[config.mk]
export PLATFORM = sky130hd
export DESIGN_NAME = dct_mac_sequencer
export DESIGN_NICKNAME = d
export VERILOG_FILES = /design/src/rtl/dct_mac_sequencer.sv
export SDC_FILE = /design/constraint.sdc
export NUM_CORES = 1
export LEC_CHECK = 0
export ABC_CLOCK_PERIOD_IN_PS = 1900
export CAP_MARGIN = 15
export CORE_MARGIN = 5
export CORE_UTILIZATION = 45
export CTS_CLUSTER_DIAMETER = 40
export DETAILED_ROUTE_END_ITERATION = 10
export GPL_TIMING_DRIVEN = 0
export PLACE_DENSITY = 0.76
export SLEW_MARGIN = 20
export SYNTH_ARGS = -nofsm -noshare
export SYNTH_HDL_FRONTEND = slang
export SYNTH_SLANG_ARGS = --single-unit
[constraint.sdc]
create_clock -name clk -period 1.9 [get_ports clk]
set_input_delay 0.38 -clock clk [delete_from_list [all_inputs] [get_ports clk]]
set_output_delay 0.38 -clock clk [all_outputs]
set_load 0.005 [all_outputs]
[src/rtl/dct_mac_sequencer.sv]
// Control sequencer for one dct_unit MAC lane: term select, product/accumulator enables,
// result valid with back-pressure and per-block row tracking. Optional DCT_SEQ_STALL_CNT_EN adds stall_cnt.
module dct_mac_sequencer #(
  parameter int TERMS = 8,
  parameter int ROWS  = 8
) (
  input  logic                       clk,
  input  logic                       rst,
  input  logic                       clr,
  input  logic                       din_vld,
  output logic                       din_rdy,
  output logic [$clog2(TERMS)-1:0]   coef_sel,
  output logic                       mult_ena,
  output logic                       acc_clr,
  output logic                       acc_ena,
  output logic                       dout_vld,
  input  logic                       dout_rdy,
  output logic [$clog2(ROWS)-1:0]    row_idx,
  output logic                       blk_done,
  output logic                       busy
`ifdef DCT_SEQ_STALL_CNT_EN
  ,output logic [15:0]               stall_cnt
`endif
);

  localparam int TW = $clog2(TERMS);
  localparam int RW = $clog2(ROWS);
  localparam logic [TW-1:0] T_LAST = TW'(TERMS - 1);
  localparam logic [RW-1:0] R_LAST = RW'(ROWS - 1);

  typedef enum logic [1:0] {IDLE, RUN, HOLD} state_t;

  state_t          state_q, state_d;
  logic [TW-1:0]   t_q, t_d;
  logic [RW-1:0]   row_q, row_d;
  logic            s1_vld_q, s1_vld_d;
  logic            s1_first_q, s1_first_d;
  logic            s1_last_q, s1_last_d;
  logic            dout_vld_q, dout_vld_d;
  logic            blk_done_q, blk_done_d;
  logic            stall, accept, handshake, in_flight;

  // A pending result that downstream refuses freezes every stage.
  always_comb begin
    stall     = dout_vld_q & ~dout_rdy;
    din_rdy   = ~stall & ~clr;
    accept    = din_vld & din_rdy;
    mult_ena  = accept;
    acc_ena   = s1_vld_q & ~stall;
    acc_clr   = acc_ena & s1_first_q;
    handshake = dout_vld_q & dout_rdy;
  end

  always_comb begin
    t_d        = t_q;
    row_d      = row_q;
    s1_vld_d   = s1_vld_q;
    s1_first_d = s1_first_q;
    s1_last_d  = s1_last_q;
    dout_vld_d = dout_vld_q;
    blk_done_d = 1'b0;
    if (accept) t_d = (t_q == T_LAST) ? '0 : t_q + 1'b1;
    if (!stall) begin
      s1_vld_d   = accept;
      s1_first_d = (t_q == '0);
      s1_last_d  = (t_q == T_LAST);
    end
    // A new last term landing in the handshake cycle keeps dout_vld high.
    if (acc_ena && s1_last_q) dout_vld_d = 1'b1;
    else if (handshake)       dout_vld_d = 1'b0;
    if (handshake) begin
      row_d      = (row_q == R_LAST) ? '0 : row_q + 1'b1;
      blk_done_d = (row_q == R_LAST);
    end
    if (clr) begin
      t_d        = '0;
      row_d      = '0;
      s1_vld_d   = 1'b0;
      s1_first_d = 1'b0;
      s1_last_d  = 1'b0;
      dout_vld_d = 1'b0;
      blk_done_d = 1'b0;
    end
  end

  always_comb begin
    state_d   = state_q;
    in_flight = (t_d != '0) | s1_vld_d | dout_vld_d;
    unique case (state_q)
      IDLE:    if (accept) state_d = RUN;
      RUN:     if (stall) state_d = HOLD;
               else if (!in_flight) state_d = IDLE;
      HOLD:    if (handshake) state_d = in_flight ? RUN : IDLE;
      default: state_d = IDLE;
    endcase
    if (clr) state_d = IDLE;
  end

  always_ff @(posedge clk or negedge rst) begin
    if (!rst) begin
      state_q    <= IDLE;
      t_q        <= '0;
      row_q      <= '0;
      s1_vld_q   <= 1'b0;
      s1_first_q <= 1'b0;
      s1_last_q  <= 1'b0;
      dout_vld_q <= 1'b0;
      blk_done_q <= 1'b0;
    end else begin
      state_q    <= state_d;
      t_q        <= t_d;
      row_q      <= row_d;
      s1_vld_q   <= s1_vld_d;
      s1_first_q <= s1_first_d;
      s1_last_q  <= s1_last_d;
      dout_vld_q <= dout_vld_d;
      blk_done_q <= blk_done_d;
    end
  end

  assign coef_sel = t_q;
  assign row_idx  = row_q;
  assign dout_vld = dout_vld_q;
  assign blk_done = blk_done_q;
  assign busy     = (state_q != IDLE);

`ifdef DCT_SEQ_STALL_CNT_EN
  logic [15:0] stall_cnt_q, stall_cnt_d;

  always_comb begin
    stall_cnt_d = stall_cnt_q;
    if (clr)                                  stall_cnt_d = '0;
    else if (stall && stall_cnt_q != 16'hFFFF) stall_cnt_d = stall_cnt_q + 16'd1;
  end

  always_ff @(posedge clk or negedge rst) begin
    if (!rst) stall_cnt_q <= '0;
    else      stall_cnt_q <= stall_cnt_d;
  end

  assign stall_cnt = stall_cnt_q;
`endif

endmodule
Yosys cells after proc, flatten, opt, wreduce, memory -nomap -nowiden. Cells that the tools add are included.

Register bits after elaboration: 13. Latch bits: 0. Memory bits (writable): 0. Memory bits (read-only): 0. Input bits: 5. Output and inout bits: 13. Word-level logic and storage cells: 60. Memories kept: 0.

Add/sub/neg operators: 2. Multiply operators: 0. Div/mod/pow operators: 0. Order comparisons: 0. Equal/unequal tests: 8. Shift-type cells: 0. Muxes and demuxes: 24. Bitwise operators: 11. Reduce and logical (&&, ||, !) cells: 7.

Operators with widths (count): $mux W3 (6); $mux W1 (12); $mux W2 (5); $add A3 B1 Y3 const B (2); $and A1 B1 Y1 (6); $eq A3 B3 Y1 const B (2); $ne A3 B3 Y1 const B (2); $pmux W2 S3 (1); $ne A4 B4 Y1 const B (1); $reduce_bool A2 Y1 (2); $logic_not A3 Y1 (1); $not A1 Y1 (3); $reduce_and A3 Y1 (1); $reduce_bool A3 Y1 (1); $eq A2 B1 Y1 const B (1); $eq A2 B2 Y1 const B (1); $logic_not A2 Y1 (1); $ne A2 B2 Y1 const B (1); $or A1 B1 Y1 (2); $logic_and A1 B1 Y1 (1).

Longest topological paths before layout.
Depth after elaboration: 14. Depth in mapped cells: 5. Depth with buffers taken out: 5.

Least setup slack after synthesis. OpenSTA, ideal clock, no wires.

Path kind: register -> register. Start point: register t_q[0] (netlist: coef_sel[0]). End point: register t_q[0] (netlist: coef_sel[0]). Library setup time: 0.078 ns. Arrival time: 1.394 ns. Required time: 1.822 ns. Setup slack: 0.428 ns. Cell stages (with the launch flop): 5. Path buffers: 0. Period minus slack after synthesis: 1.472 ns. Path through: dfrtp_1 -> ha_1 -> ha_1 -> or4_1 -> a21oi_1.

Longest elaborated chain between the ends: 4. Elaborated cells on any way between the ends: 5. Classes of those cells: add/sub (1); eq/ne (1); mux (3).

RTL lines: start: declaration (RTL line 34) `logic [TW-1:0] t_q, t_d;`; start signal: assignment (RTL line 111) `t_q <= t_d;`; $add A3 B1 Y3 or $eq A3 B3 Y1 (tied branches) (RTL line 62) `if (accept) t_d = (t_q == T_LAST) ? '0 : t_q + 1'b1;`; $mux W3 (RTL line 62); $mux W3 (*) (RTL line 62); $mux W3 (*) (RTL line 75) `if (clr) begin`; named net t_d[0] (RTL line 34).

Mark *: on every way through the listed nets, which the timed path passes. The rest lies on a longest branch. A chain may end at the register's enable or synchronous reset.

Worst setup path after layout.
Start point: register state_q[0]. End point: output port busy.

Longest elaborated chain between the ends: 1.

RTL lines: start: declaration (RTL line 33) `state_t state_q, state_d;`; start signal: assignment (RTL line 110) `state_q <= state_d;`; $reduce_bool A2 Y1 (RTL line 125) `assign busy = (state_q != IDLE);`; end: declaration (RTL line 20) `output logic busy`.

Every way passes these cells.

==> run summary <==
- **cell area after technology mapping** 672 µm²
- **die footprint** 2370 µm²
- **DR DRC count** 0
- **Setup crit start kind** flip-flop
- **GRT Residual Overflow** 0
- **kind of capture point of the worst setup path** output port
- **multi-input combinational cell area** 324 µm²
- **combinational family with the most area after synthesis** simple AND/OR/NAND/NOR gates
- **fraction of the cycle the final worst path needs** 95.1%
- **area of all sequential standard cells** 327 µm²
- **commonest non-fill, non-tap cell in the layout** sky130_fd_sc_hd__dfrtp_1
- **clock buffer depth** 2
- **die width** 48.6 µm
- **slew at the pin closest to its max-slew limit** 0.578 ns
- **xor and xnor fraction of the mapped netlist area** 0%
- **register-to-register path setup slack** 0.33 ns
- **top fanout value on the critical path** 4
- **worst setup margin** 0.0935 ns
- **stages on the worst setup path** 2
- **start-to-end type of the worst setup path** reg -> out
- **Final Core Density** 62.7%
- **fraction of the mapped netlist area in compound gates** 11.4%
- **Syn Area/Cell** 9.46 µm²
- **Synthesized Nets** 81
- **first-pass iteration count of the detailed router** 4
- **number of flip-flops and latches in the synthesized netlist** 13
- **final max-slew violation count** 0
- **CTS root buf** sky130_fd_sc_hd__clkbuf_4
- **leakage power** 0.448 nW
- **first-pass GRT wire length** 2560 µm
- **unique cell type count in the Yosys netlist** 25
- **detailed placer's ending HPWL** 1010 µm
- **Worst Clk Skew** 0.00181 ns
- **highest clock frequency the design can meet** 0.554 GHz
- **core area** 1450 µm²
- **largest stage delay on the critical path** 0.44 ns
- **buffers added on ports** 17
- **gr usage total** 13.4%
- **Post-Synth Adder-Cell Area** 9.31%
- **antenna diode instance count** 0
- **yosys warns** 0
- **Max IR drop VDD** 0.000317 V
- **drt initial violations** 13
- **power consumption** 0.528 mW
- **weighted congestion reported at the end of routability-driven placement** 0.792
- **total power per unit cell area** 579 nW/µm²
- **post-synthesis simple-gate area fraction** 25.0%
- **max-slew headroom at the worst pin** 61.4%
- **path depth of the worst reg2reg path** 4
- **initial antenna violation count** 0
- **std cell rows** 14
- **Tightest Hold Check Type** in -> async
- **# setup viols final** 0
- **area added between synthesis and finish** 35.8%
- **Nets** 105
- **clock latency on the worst-skew pair** 0.28 ns
- **die height** 48.6 µm
- **number of clock sinks** 13
- **Critical Path, Cell by Cell** or2_2, clkdlybuf4s50_1
- **maximum level of the CTS H-tree** 1
- **antenna viol nets, final** 0
- **setup TNS** 0 ns
- **top library cells by usage in the layout, fill and taps aside** sky130_fd_sc_hd__dfrtp_1 (12), sky130_fd_sc_hd__nand2_1 (10), sky130_fd_sc_hd__clkdlybuf4s50_1 (10)
- **minimum clock period** 1.81 ns
- **total number of vias** 575
- **cell with the biggest individual delay on the critical path** sky130_fd_sc_hd__clkdlybuf4s50_1
- **number of maximum-capacitance violations** 0
- **Post-Synthesis Cells** 71
- **largest net degree at the start of global routing** 14
- **total I/O pin count** 18
- **status** completed
- **pre-CTS setup slack** -0.542 ns
- **crit-path leading delay family** buffers and inverters
- **worst hold slack after final layout** 0.466 ns
- **wire per inst** 13.1 µm
- **vias per inst** 5.23
- **multiplexer fraction of the synthesized cell area** 1.49%
- **Critical path buffers and inverters** 1
- **number of global-route vias before repair** 567
- **required time at the worst-slack endpoint** 1.52 ns
- **share of cells above drive strength 1** 12.8%
- **sequential fraction of the synthesis area** 48.4%
- **starting utilization of the core area** 46.2%
- **worst path arrival time** 1.43 ns
- **number of buffers created by CTS** 3
- **fill cell instance count of the final layout** 132
- **CTS clk-pin slew, worst paths** 0.08 ns
- **TritonCTS clock tree** yes
- **RSZ-0062 raised after global routing** false
- **post-detailed-routing wire length** 1440 µm
- **final hold violation count** 0
==> worst register-to-register path: stages, from the launching register on <==
cell	delay, ns
sky130_fd_sc_hd__dfrtp_1	0.44
sky130_fd_sc_hd__ha_1	0.23
sky130_fd_sc_hd__ha_1	0.19
sky130_fd_sc_hd__or4_1	0.50
sky130_fd_sc_hd__a21oi_1	0.14
==> layer usage <==
| metal | wire length [µm] | GRT usage [%] |
|---|---|---|
| met3 | 61 | 3.07 |
| met1 | 663 | 16.5 |
| met2 | 698 | 20.9 |
| met5 | 0 | 0 |
| met4 | 21 | 8.07 |
==> where the power goes <==
part	internal, mW	leakage [nW]	total, mW	switching (mW)
Combinational	0.0321	0.258	0.0620	0.0299
Clock	0.0815	0.0150	0.173	0.0920
Sequential	0.284	0.175	0.292	0.00808
==> cells by family after synthesis <==
family / count (synthesis)
and+or+nand+nor: 32
AOI/OAI and AO/OA: 14
muxes: 1
adders and majority gates: 5
DFF: 13
buffers and inverters: 6
==> Yosys cell counts <==
cell type,instances,area share [%]
sky130_fd_sc_hd__nor4_1,1,0.93
sky130_fd_sc_hd__clkbuf_1,2,1.1
sky130_fd_sc_hd__or4_1,1,1.1
sky130_fd_sc_hd__o21ai_0,3,2.2
sky130_fd_sc_hd__nor3b_1,1,1.1
sky130_fd_sc_hd__o2bb2ai_1,1,1.3
sky130_fd_sc_hd__nand3_1,4,3.0
sky130_fd_sc_hd__dfrtp_1,13,48
sky130_fd_sc_hd__buf_6,1,1.7
sky130_fd_sc_hd__a22oi_1,1,1.1
sky130_fd_sc_hd__and3_1,2,1.9
sky130_fd_sc_hd__mux2i_1,1,1.5
sky130_fd_sc_hd__ha_1,5,9.3
sky130_fd_sc_hd__nand2_1,10,5.6
sky130_fd_sc_hd__and2_1,1,0.93
sky130_fd_sc_hd__nand2b_1,1,0.93
sky130_fd_sc_hd__inv_2,1,0.56
sky130_fd_sc_hd__inv_1,2,1.1
sky130_fd_sc_hd__or2_2,1,0.93
sky130_fd_sc_hd__a21oi_1,9,6.7
sky130_fd_sc_hd__nand3b_1,1,1.1
sky130_fd_sc_hd__nor3_1,1,0.74
sky130_fd_sc_hd__nor2_1,5,2.8
sky130_fd_sc_hd__nor2b_1,2,1.9
sky130_fd_sc_hd__nor2b_4,1,2.0
==> area by class of cell <==
| class | count | share of cell area [%] |
|---|---|---|
| sequential | 13 | 35.8 |
| multi-input combinational | 52 | 35.5 |
| timing repair buffer | 20 | 20.7 |
| clock buffer | 4 | 2.88 |
| tap | 16 | 2.19 |
| buffer | 2 | 1.65 |
| inverter | 3 | 1.23 |
==> through the flow <==
| step | area (µm²) | instances |
|---|---|---|
| floorplan | 672 | 71 |
| global placement | 862 | 104 |
| detailed placement | 862 | 104 |
| CTS | 910 | 110 |
| global route | 912 | 110 |
| finish | 912 | 110 |
==> state kept, by name, summed over array words and instances (netlist names) <==
signal / count
blk_done: 1
coef_sel: 3
dout_vld: 1
row_idx: 3
s1_first_q: 1
s1_last_q: 1
s1_vld_q: 1
state_q: 2
==> worst paths after layout <==
kind	from	to
setup reg to reg	coef_sel[0]$_DFF_PN0_	coef_sel[0]$_DFF_PN0_
hold / removal	rst	s1_first_q$_DFFE_PN0P_
hold reg to reg	s1_first_q$_DFFE_PN0P_	s1_first_q$_DFFE_PN0P_
max in group asynchronous	rst	dout_vld$_DFF_PN0_
setup / recovery	state_q[0]$_DFFE_PN0P_	busy
min in group clk	clr	row_idx[1]$_DFFE_PN0P_
==> timing repair <==
| item | in CTS | in global routing |
|---|---|---|
| resized for setup | 10 | 1 |
| setup buffers | 3 | 0 |
| hold buffers | 0 | 0 |
| setup endpoints to repair | 4 | 1 |
(Power assumes the default switching activity.)
